$ cat config.mk
export PLATFORM = sky130hd
export DESIGN_NAME = sub_bytes_iter_flat
export DESIGN_NICKNAME = d
export VERILOG_FILES = /design/src/rtl/sub_bytes_iter_if.sv /design/src/rtl/sub_bytes_iter.sv /design/src/flat_wrapper.sv
export SDC_FILE = /design/constraint.sdc
export NUM_CORES = 1
export LEC_CHECK = 0
export ABC_AREA = 1
export BUFFER_PORTS_ARGS = -buffer_cell sky130_fd_sc_hd__buf_4
export CORE_AREA = 2 2 150 152
export CTS_CLUSTER_DIAMETER = 120
export DETAILED_ROUTE_END_ITERATION = 7
export DIE_AREA = 0 0 152 154
export GPL_TIMING_DRIVEN = 0
export PLACE_DENSITY = 0.62
export SYNTH_ARGS = -nofsm -noshare
export SYNTH_HDL_FRONTEND = slang
export SYNTH_SLANG_ARGS = --single-unit
$ cat constraint.sdc
create_clock -name clk -period 3.3 [get_ports clk]
set_clock_uncertainty 0.05 [all_clocks]
set_input_delay 0.66 -clock clk [delete_from_list [all_inputs] [get_ports clk]]
set_output_delay 0.66 -clock clk [all_outputs]
set_load 0.005 [all_outputs]
$ cat src/rtl/sub_bytes_iter_if.sv
// sub_bytes_iter_if: bundles the upstream handshake, the downstream handshake and the
// external S-box lane bus of sub_bytes_iter.
//
// Signals:
//   in_valid / in_ready / state_in     upstream 128-bit state handshake
//   out_valid / out_ready / state_out  downstream 128-bit state handshake
//   sbox_addr / sbox_result            LANES byte lanes to/from external combinational S-boxes
//
// Modports:
//   slave  - the SubBytes block itself
//   master - the surrounding environment (upstream, downstream and S-box instances)
interface sub_bytes_iter_if #(
    parameter int unsigned LANES = 1
);
    logic                 in_valid;
    logic                 in_ready;
    logic [127:0]         state_in;
    logic                 out_valid;
    logic                 out_ready;
    logic [127:0]         state_out;
    logic [8*LANES-1:0]   sbox_addr;
    logic [8*LANES-1:0]   sbox_result;

    modport slave (
        input  in_valid,
        input  state_in,
        input  out_ready,
        input  sbox_result,
        output in_ready,
        output out_valid,
        output state_out,
        output sbox_addr
    );

    modport master (
        output in_valid,
        output state_in,
        output out_ready,
        output sbox_result,
        input  in_ready,
        input  out_valid,
        input  state_out,
        input  sbox_addr
    );
endinterface

$ cat src/rtl/sub_bytes_iter.sv
// sub_bytes_iter: iterative AES SubBytes. Accepts a 128-bit state, pushes LANES bytes per
// cycle through external combinational S-boxes, writes each result back in place and
// presents the finished state downstream. Trades throughput for S-box count.
//
// Ports:
//   clk    rising-edge clock
//   reset  synchronous, active-high; returns to idle and clears the buffer
//   bus    sub_bytes_iter_if.slave (handshakes plus S-box lane bus); the interface
//          LANES parameter must equal this module's LANES
//
// Byte k of a state lives in bits [127-8k -: 8] (byte 0 is the MSB).
module sub_bytes_iter #(
    parameter int unsigned LANES = 1
) (
    input logic              clk,
    input logic              reset,
    sub_bytes_iter_if.slave  bus
);

    localparam int unsigned NPASS    = 16 / LANES;
    localparam logic [3:0]  LastPass = 4'(NPASS - 1);

    generate
        if (LANES != 1 && LANES != 2 && LANES != 4) begin : g_bad_lanes
            $error("sub_bytes_iter: LANES must be 1, 2 or 4");
        end
    endgenerate

    typedef enum logic [1:0] {
        StIdle,
        StBusy,
        StDone
    } state_e;

    state_e                  state_q, state_d;
    logic [3:0]              cnt_q, cnt_d;
    // Packed so that buf_q[15] is byte 0; byte k is buf_q[15-k].
    logic [15:0][7:0]        buf_q, buf_d;

    logic [LANES-1:0][3:0]   lane_idx;
    logic [LANES-1:0][7:0]   lane_addr;
    logic [LANES-1:0][7:0]   lane_res;

    assign lane_res      = bus.sbox_result;
    assign bus.sbox_addr = lane_addr;

    // Lane j works on byte cnt*LANES + j; addresses come straight from the buffer in
    // every state so the S-box inputs are never X once reset has cleared it.
    always_comb begin
        lane_idx  = '0;
        lane_addr = '0;
        for (int j = 0; j < int'(LANES); j++) begin
            lane_idx[j]  = 4'(int'(cnt_q) * int'(LANES) + j);
            lane_addr[j] = buf_q[4'd15 - lane_idx[j]];
        end
    end

    always_comb begin
        state_d = state_q;
        cnt_d   = cnt_q;
        buf_d   = buf_q;
        case (state_q)
            StIdle: begin
                if (bus.in_valid) begin
                    buf_d   = bus.state_in;
                    cnt_d   = 4'd0;
                    state_d = StBusy;
                end
            end
            StBusy: begin
                for (int j = 0; j < int'(LANES); j++) begin
                    buf_d[4'd15 - lane_idx[j]] = lane_res[j];
                end
                // Counter holds on the last pass rather than wrapping.
                if (cnt_q == LastPass) begin
                    state_d = StDone;
                end else begin
                    cnt_d = cnt_q + 4'd1;
                end
            end
            StDone: begin
                if (bus.out_ready) begin
                    state_d = StIdle;
                end
            end
            default: begin
                state_d = StIdle;
            end
        endcase
    end

    always_ff @(posedge clk) begin
        if (reset) begin
            state_q <= StIdle;
            cnt_q   <= 4'd0;
            buf_q   <= '0;
        end else begin
            state_q <= state_d;
            cnt_q   <= cnt_d;
            buf_q   <= buf_d;
        end
    end

    assign bus.in_ready  = (state_q == StIdle);
    assign bus.out_valid = (state_q == StDone);
    assign bus.state_out = buf_q;

endmodule

$ cat src/flat_wrapper.sv
// flat-port wrapper written by rule: the top's interface ports become plain ports
module sub_bytes_iter_flat 
#(
    parameter int unsigned LANES = 1
)
  (clk, reset, bus_in_valid, bus_state_in, bus_out_ready, bus_sbox_result, bus_in_ready, bus_out_valid, bus_state_out, bus_sbox_addr);
  sub_bytes_iter_if #(.LANES(LANES)) bus_i ();
  input logic clk;
  input logic reset;
  input wire logic [$bits(bus_i.in_valid)-1:0] bus_in_valid;
  input wire logic [$bits(bus_i.state_in)-1:0] bus_state_in;
  input wire logic [$bits(bus_i.out_ready)-1:0] bus_out_ready;
  input wire logic [$bits(bus_i.sbox_result)-1:0] bus_sbox_result;
  output wire logic [$bits(bus_i.in_ready)-1:0] bus_in_ready;
  output wire logic [$bits(bus_i.out_valid)-1:0] bus_out_valid;
  output wire logic [$bits(bus_i.state_out)-1:0] bus_state_out;
  output wire logic [$bits(bus_i.sbox_addr)-1:0] bus_sbox_addr;
  assign bus_i.in_valid = bus_in_valid;
  assign bus_i.state_in = bus_state_in;
  assign bus_i.out_ready = bus_out_ready;
  assign bus_i.sbox_result = bus_sbox_result;
  assign bus_in_ready = bus_i.in_ready;
  assign bus_out_valid = bus_i.out_valid;
  assign bus_state_out = bus_i.state_out;
  assign bus_sbox_addr = bus_i.sbox_addr;
  sub_bytes_iter #(.LANES(LANES)) u_core (.clk(clk), .reset(reset), .bus(bus_i));
endmodule
# ---- Yosys cells after proc, flatten, opt, wreduce, memory -nomap -nowiden
# Cells that the tools add are included.
dict set report op_classes {
  n_mux 14
  n_eq_ne 7
  n_addsub 2
  n_reduce_logical 6
  order_cmp 2
}
# cell n
set ops {}
lappend ops {{128-bit case mux with 2 select lines} 1}
lappend ops {{128-bit bitwise mux} 1}
lappend ops {{128-bit 2-to-1 mux} 1}
lappend ops {{8-bit binary-select mux with 4-bit select} 1}
lappend ops {{8-bit demux with 4-bit select} 1}
lappend ops {{8-bit 2-to-1 mux} 2}
lappend ops {{4-bit 2-to-1 mux} 2}
lappend ops {{4-bit case mux with 2 select lines} 1}
lappend ops {{2-bit 2-to-1 mux} 3}
lappend ops {{2-bit != test (second input constant)} 3}
lappend ops {{2-bit case mux with 3 select lines} 1}
lappend ops {{3-bit AND reduction} 2}
lappend ops {{4-bit by 5-bit < comparator with 1-bit output (second input constant)} 1}
lappend ops {{4-bit by 1-bit adder with 4-bit output (second input constant)} 1}
lappend ops {{4-bit equality test (second input constant)} 1}
lappend ops {{4-bit by 1-bit >= comparator with 1-bit output (second input constant)} 1}
lappend ops {{4-bit subtractor (first input constant)} 1}
lappend ops {{2-bit by 1-bit equality test with 1-bit output (second input constant)} 1}
lappend ops {{2-bit equality test (second input constant)} 1}
lappend ops {{2-bit zero test} 1}
lappend ops {{2-bit by 1-bit != test with 1-bit output (second input constant)} 1}
lappend ops {{2-bit AND reduction} 1}
lappend ops {{2-bit nonzero test} 1}
lappend ops {{1-bit logical AND} 1}
dict set report word_totals {
  register_bits 134
  word_cells 49
  out_inout_bits 138
  inputBits 140
}

# ---- Depth between registers and ports, before layout
dict set report logic_depth {
  ltp_word 7
  depth_mapped 12
  mapped_depth_nobuf 8
}

# ---- Worst setup path before layout
# No wires, ideal clock.
dict set report synth_timing {
  path_kind {reg2out}
  startpoint {reg u_core.cnt_q[0]}
  endpoint {out bus_sbox_addr[0]}
  arrival_time_ns 1.363
  slack_ns 1.227
  t_required_ns 2.590
  stages_incl_launch_ff 11
  n_path_buf 3
  path_cell_list {dfxtp_1 -> clkbuf_1 -> buf_2 -> clkbuf_1 -> nand2_1 -> nand3_1 -> nand2_1 -> nand2_1 -> nand2_1 -> inv_1 -> nand2_1}
}
dict set report synth_via {
  elab_chain_cells 3
}
# item line_no
set synth_lines {}
lappend synth_lines {{start: declaration} sub_bytes_iter.sv:36} ;# logic [3:0] cnt_q, cnt_d;
lappend synth_lines {{start signal: assignment} sub_bytes_iter.sv:99} ;# cnt_q <= cnt_d;
lappend synth_lines {{4-bit subtractor} sub_bytes_iter.sv:54} ;# lane_addr[j] = buf_q[4'd15 - lane_idx[j]];
lappend synth_lines {{8-bit binary-select mux with 4-bit select} sub_bytes_iter.sv:54}
lappend synth_lines {{8-bit 2-to-1 mux (implied by the code)} sub_bytes_iter.sv:54}
lappend synth_lines {{end: declaration} flat_wrapper.sv:17} ;# output wire logic [$bits(bus_i.sbox_addr)-1:0] bus_sbox_addr;
# No other way between the ends. The select of a mux whose other input is x is not followed.

# ---- Worst setup path in the final report
dict set report layout_timing {
  startpoint {reg u_core.cnt_q[1]}
  endpoint {out bus_sbox_addr[1]}
}
# The elaborated chain is that of the path after synthesis.

==> parameters.txt <==
Parameter                              Value

Yosys
  Most area-consuming cells after synthesis    sky130_fd_sc_hd__dfxtp_1, sky130_fd_sc_hd__nand2_1, sky130_fd_sc_hd__nor2_1
  Yosys cell types    24
  Post-synthesis sequential area ratio    a little under a third
  Top cells by count, synth    sky130_fd_sc_hd__nand2_1, sky130_fd_sc_hd__nor2_1, sky130_fd_sc_hd__inv_1
  Proportion of register bits with asynchronous set or reset after synthesis    0%
  Post-Synthesis Mean Instance Area    5.46 um^2
  YS warnings    0
  Count of mapped cells out of synthesis    about 1.6k
  Cell taking the most area after synthesis    sky130_fd_sc_hd__dfxtp_1
  Post-synth design cell area    around 8600 um^2
  Number of enable flip-flop cells after synthesis    0
  Most numerous cell in the Yosys netlist    sky130_fd_sc_hd__nand2_1
  Fraction of synthesized cell area taken by the top area cell type    31.3%
  Synth Flop Type    sky130_fd_sc_hd__dfxtp_1
  Post-synth net total    roughly 1.7k
  Count of state elements after synthesis    134

Floorplan
  Total Die Area    23400 um^2
  FP Rows    54
  Number of top-level pins    278
  Area of the placeable core    roughly 22000 um^2
  Starting Density    approximately two fifths
  Die Ht    154 um
  Die W    152 um

Cells and area
  Number of nets in the final layout    a little over 2k
  ANT cells    0
  Share of cells above drive strength 1    20.5%
  Area growth syn-to-layout    35.2%
  Fill count    2352

Global routing
  Overall global routing resource usage    30.7%
  Grt met1 use    39.8%
  GR peak layer    met2
  Via count of the first global-routing pass    10.2k
  GR Layer Usage met3    5.78%
  Met2 Use GR    50.4%
  Remaining global-route overflow    0
  Global-route wire length before repair    55700 um
  Initial antenna violation count    0
  Largest net degree at the start of global routing    17

Timing
  Fin. max-slew vios    0
  Worst slew margin relative to its limit    slightly above 30%
  Aggregate negative setup slack    0 ns
  Time the worst path needs with I/O delays and setup    3.23 ns
  RSZ-0062 raised after global routing    false
  Period utilisation layout    98.0%
  Achievable clock frequency    about 310 MHz
  Least-Margin Pin Slew    1.04 ns
  Final setup viols    0
  Number of failing hold endpoints at the final stage    0
  Post-route setup slack    0.0668 ns

Power and ir drop
  Pwr Density    about 490 nW/um^2
  Maximum VDD drop    0.000339 V
  Leakage power figure    6.54 nW

Setup path
  Worst R2R Path Depth    11
  Worst-path cell with the longest stage delay    sky130_fd_sc_hd__clkbuf_1
  Maximum fanout along the worst path    10
  Maximum cell stage delay along the critical path    0.48 ns
  Category of the worst setup path capture point    output pin
  Required arrival time at the worst endpoint    between 2 and 3 ns
  Type of element launching the critical path    flip-flop
  Cells along the critical path    clkbuf_1 > inv_1 > clkbuf_1 > nand3_1 > nand2_1 > nand2_1 > nand2_1 > inv_1 > nand2_1 > buf_4
  Most frequent CP cell    sky130_fd_sc_hd__nand2_1
  Data arrival time of the worst path    ~2.5 ns
  WS Path Type    reg -> out

Detailed routing
  DR vias/cell    about 5.0
  Antenna violation net count after detailed routing    0
  Wirelength, routed    37000 um
  Vias post-DR    around 11k
  Number of iterations in the first detailed-routing pass    6
  Number of design-rule violations left by the first detailed-router iteration    907
  Average detailed-routed wire length per instance    17.1 um
  Drc violations    0

Min path
  Type of the worst min-delay path    in -> reg
  Number of cells traversed by the worst hold path    2

Flow run
  MaxCap Viol Count    0

Clocking
  Post-CTS clock slew at the launch and capture registers of the worst setup and hold paths    0.06 ns
  Clock sink count    134
  CTS HTree Levels    4
  TritonCTS clock tree    built
  Post-CTS Hold Buffers    0
  Insertion delay to the later sink of the worst-skew pair    0.44 ns
  Root Driver    sky130_fd_sc_hd__clkbuf_16
  Post-CTS setup buffer count    0
  Worst-case clock buffer depth    2
  Total clock buffers created by CTS    17

Placed design
  Pre-CTS setup slack    0.427 ns
  Post-detailed-placement half-perimeter wirelength    28200 um
  I/O Buffers    277
  Placer Congestion    0.920

Status
  Outcome    complete, no violations
==> routing by layer <==
| layer | wire length, um | part of all wire (%) |
|---|---|---|
| met1 | 15900 | 43 |
| met2 | 17000 | 46 |
| met3 | 2850 | 7.7 |
| met4 | 1320 | 3.6 |
| met5 | 0 | 0 |
==> report_power, final <==
group / switching [mW] / internal, mW / total [mW]
registers: 0.120 / 1.80 / 1.92
logic: 1.06 / 0.723 / 1.78
clock network: 0.846 / 1.11 / 1.95
==> through the flow <==
| step | instance area (um^2) | hold WS [ns] | util (%) | total power, mW | std cells |
|---|---|---|---|---|---|
| floorplan | 8580 | 0.475 | - | 2.89 | 1573 |
| finish | 11600 | 0.355 | 53.5 | 5.66 | 2162 |
| detailed placement | 11000 | 0.479 | 50.8 | 3.71 | 2130 |
| CTS | 11600 | 0.349 | 53.5 | 5.63 | 2162 |
| global route | 11600 | 0.358 | 53.5 | 5.94 | 2162 |
| global placement | 11000 | 0.480 | 50.8 | 3.70 | 2130 |
==> kinds of logic after synthesis <==
logic type / share of synthesized area (%)
buffers and inverters: 11.8
adder cells (fa/ha/maj): 0.583
flip-flops: 31.3
AO/OA/AOI/OAI: 5.99
AND/OR/NAND/NOR: 50.4
==> cells in the final DEF (no fill, tap or decap), types with 3 or more instances in the layout <==
cell type	count
sky130_fd_sc_hd__o21ai_0	35
sky130_fd_sc_hd__ha_1	4
sky130_fd_sc_hd__inv_2	5
sky130_fd_sc_hd__nor2_4	3
sky130_fd_sc_hd__clkinv_4	3
sky130_fd_sc_hd__clkbuf_16	17
sky130_fd_sc_hd__clkbuf_1	30
sky130_fd_sc_hd__buf_2	28
sky130_fd_sc_hd__dfxtp_1	134
sky130_fd_sc_hd__buf_4	285
sky130_fd_sc_hd__clkinvlp_4	5
sky130_fd_sc_hd__nor2_1	271
sky130_fd_sc_hd__buf_1	5
sky130_fd_sc_hd__inv_1	163
sky130_fd_sc_hd__clkbuf_2	4
sky130_fd_sc_hd__nand2_4	3
sky130_fd_sc_hd__nand3_1	108
sky130_fd_sc_hd__inv_6	3
sky130_fd_sc_hd__clkbuf_8	3
sky130_fd_sc_hd__buf_6	3
sky130_fd_sc_hd__o21ai_2	4
sky130_fd_sc_hd__o21ai_1	52
sky130_fd_sc_hd__nand2_2	17
sky130_fd_sc_hd__a21oi_1	4
sky130_fd_sc_hd__nand2_1	687
==> final timing paths <==
kind | slack (ns) | start | end
min reg2reg | 0.50 | u_core.bus.state_out[50] | u_core.bus.state_out[50]
max | 0.07 | u_core.cnt_q[1] | bus_sbox_addr[1]
max reg2reg | 0.65 | u_core.cnt_q[1] | u_core.bus.state_out[85]
min | 0.36 | reset | u_core.state_q[0]
==> final cells by class <==
type | instances | area (um^2) | area share, %
multi-input combinational | 1192 | 4890 | 42.1
sequential | 134 | 2680 | 23.1
timing repair buffer | 277 | 2080 | 17.9
inverter | 169 | 634 | 5.47
clock buffer | 20 | 467 | 4.02
buffer | 78 | 385 | 3.32
tap | 280 | 350 | 3.02
clock inverter | 12 | 120 | 1.04
==> critical path, delay by kind of cell (launching register included) <==
kind / cells / cell delay (ns)
DFF: 1 / 0.33
and+or+nand+nor: 5 / 0.65
buffers and inverters: 5 / 1.10
==> registers in the layout (all words and copies together), names as in the netlist <==
signal / flops
u_core.bus.state_out: 128
u_core.cnt_q: 4
u_core.state_q: 2
==> timing repair <==
item                                    CTS  global route
endpoints found under the setup margin    1             8
resized for setup                         1             6
endpoints found under the hold margin     0             0
gates cloned                              0             0
(Power assumes the default switching activity.)
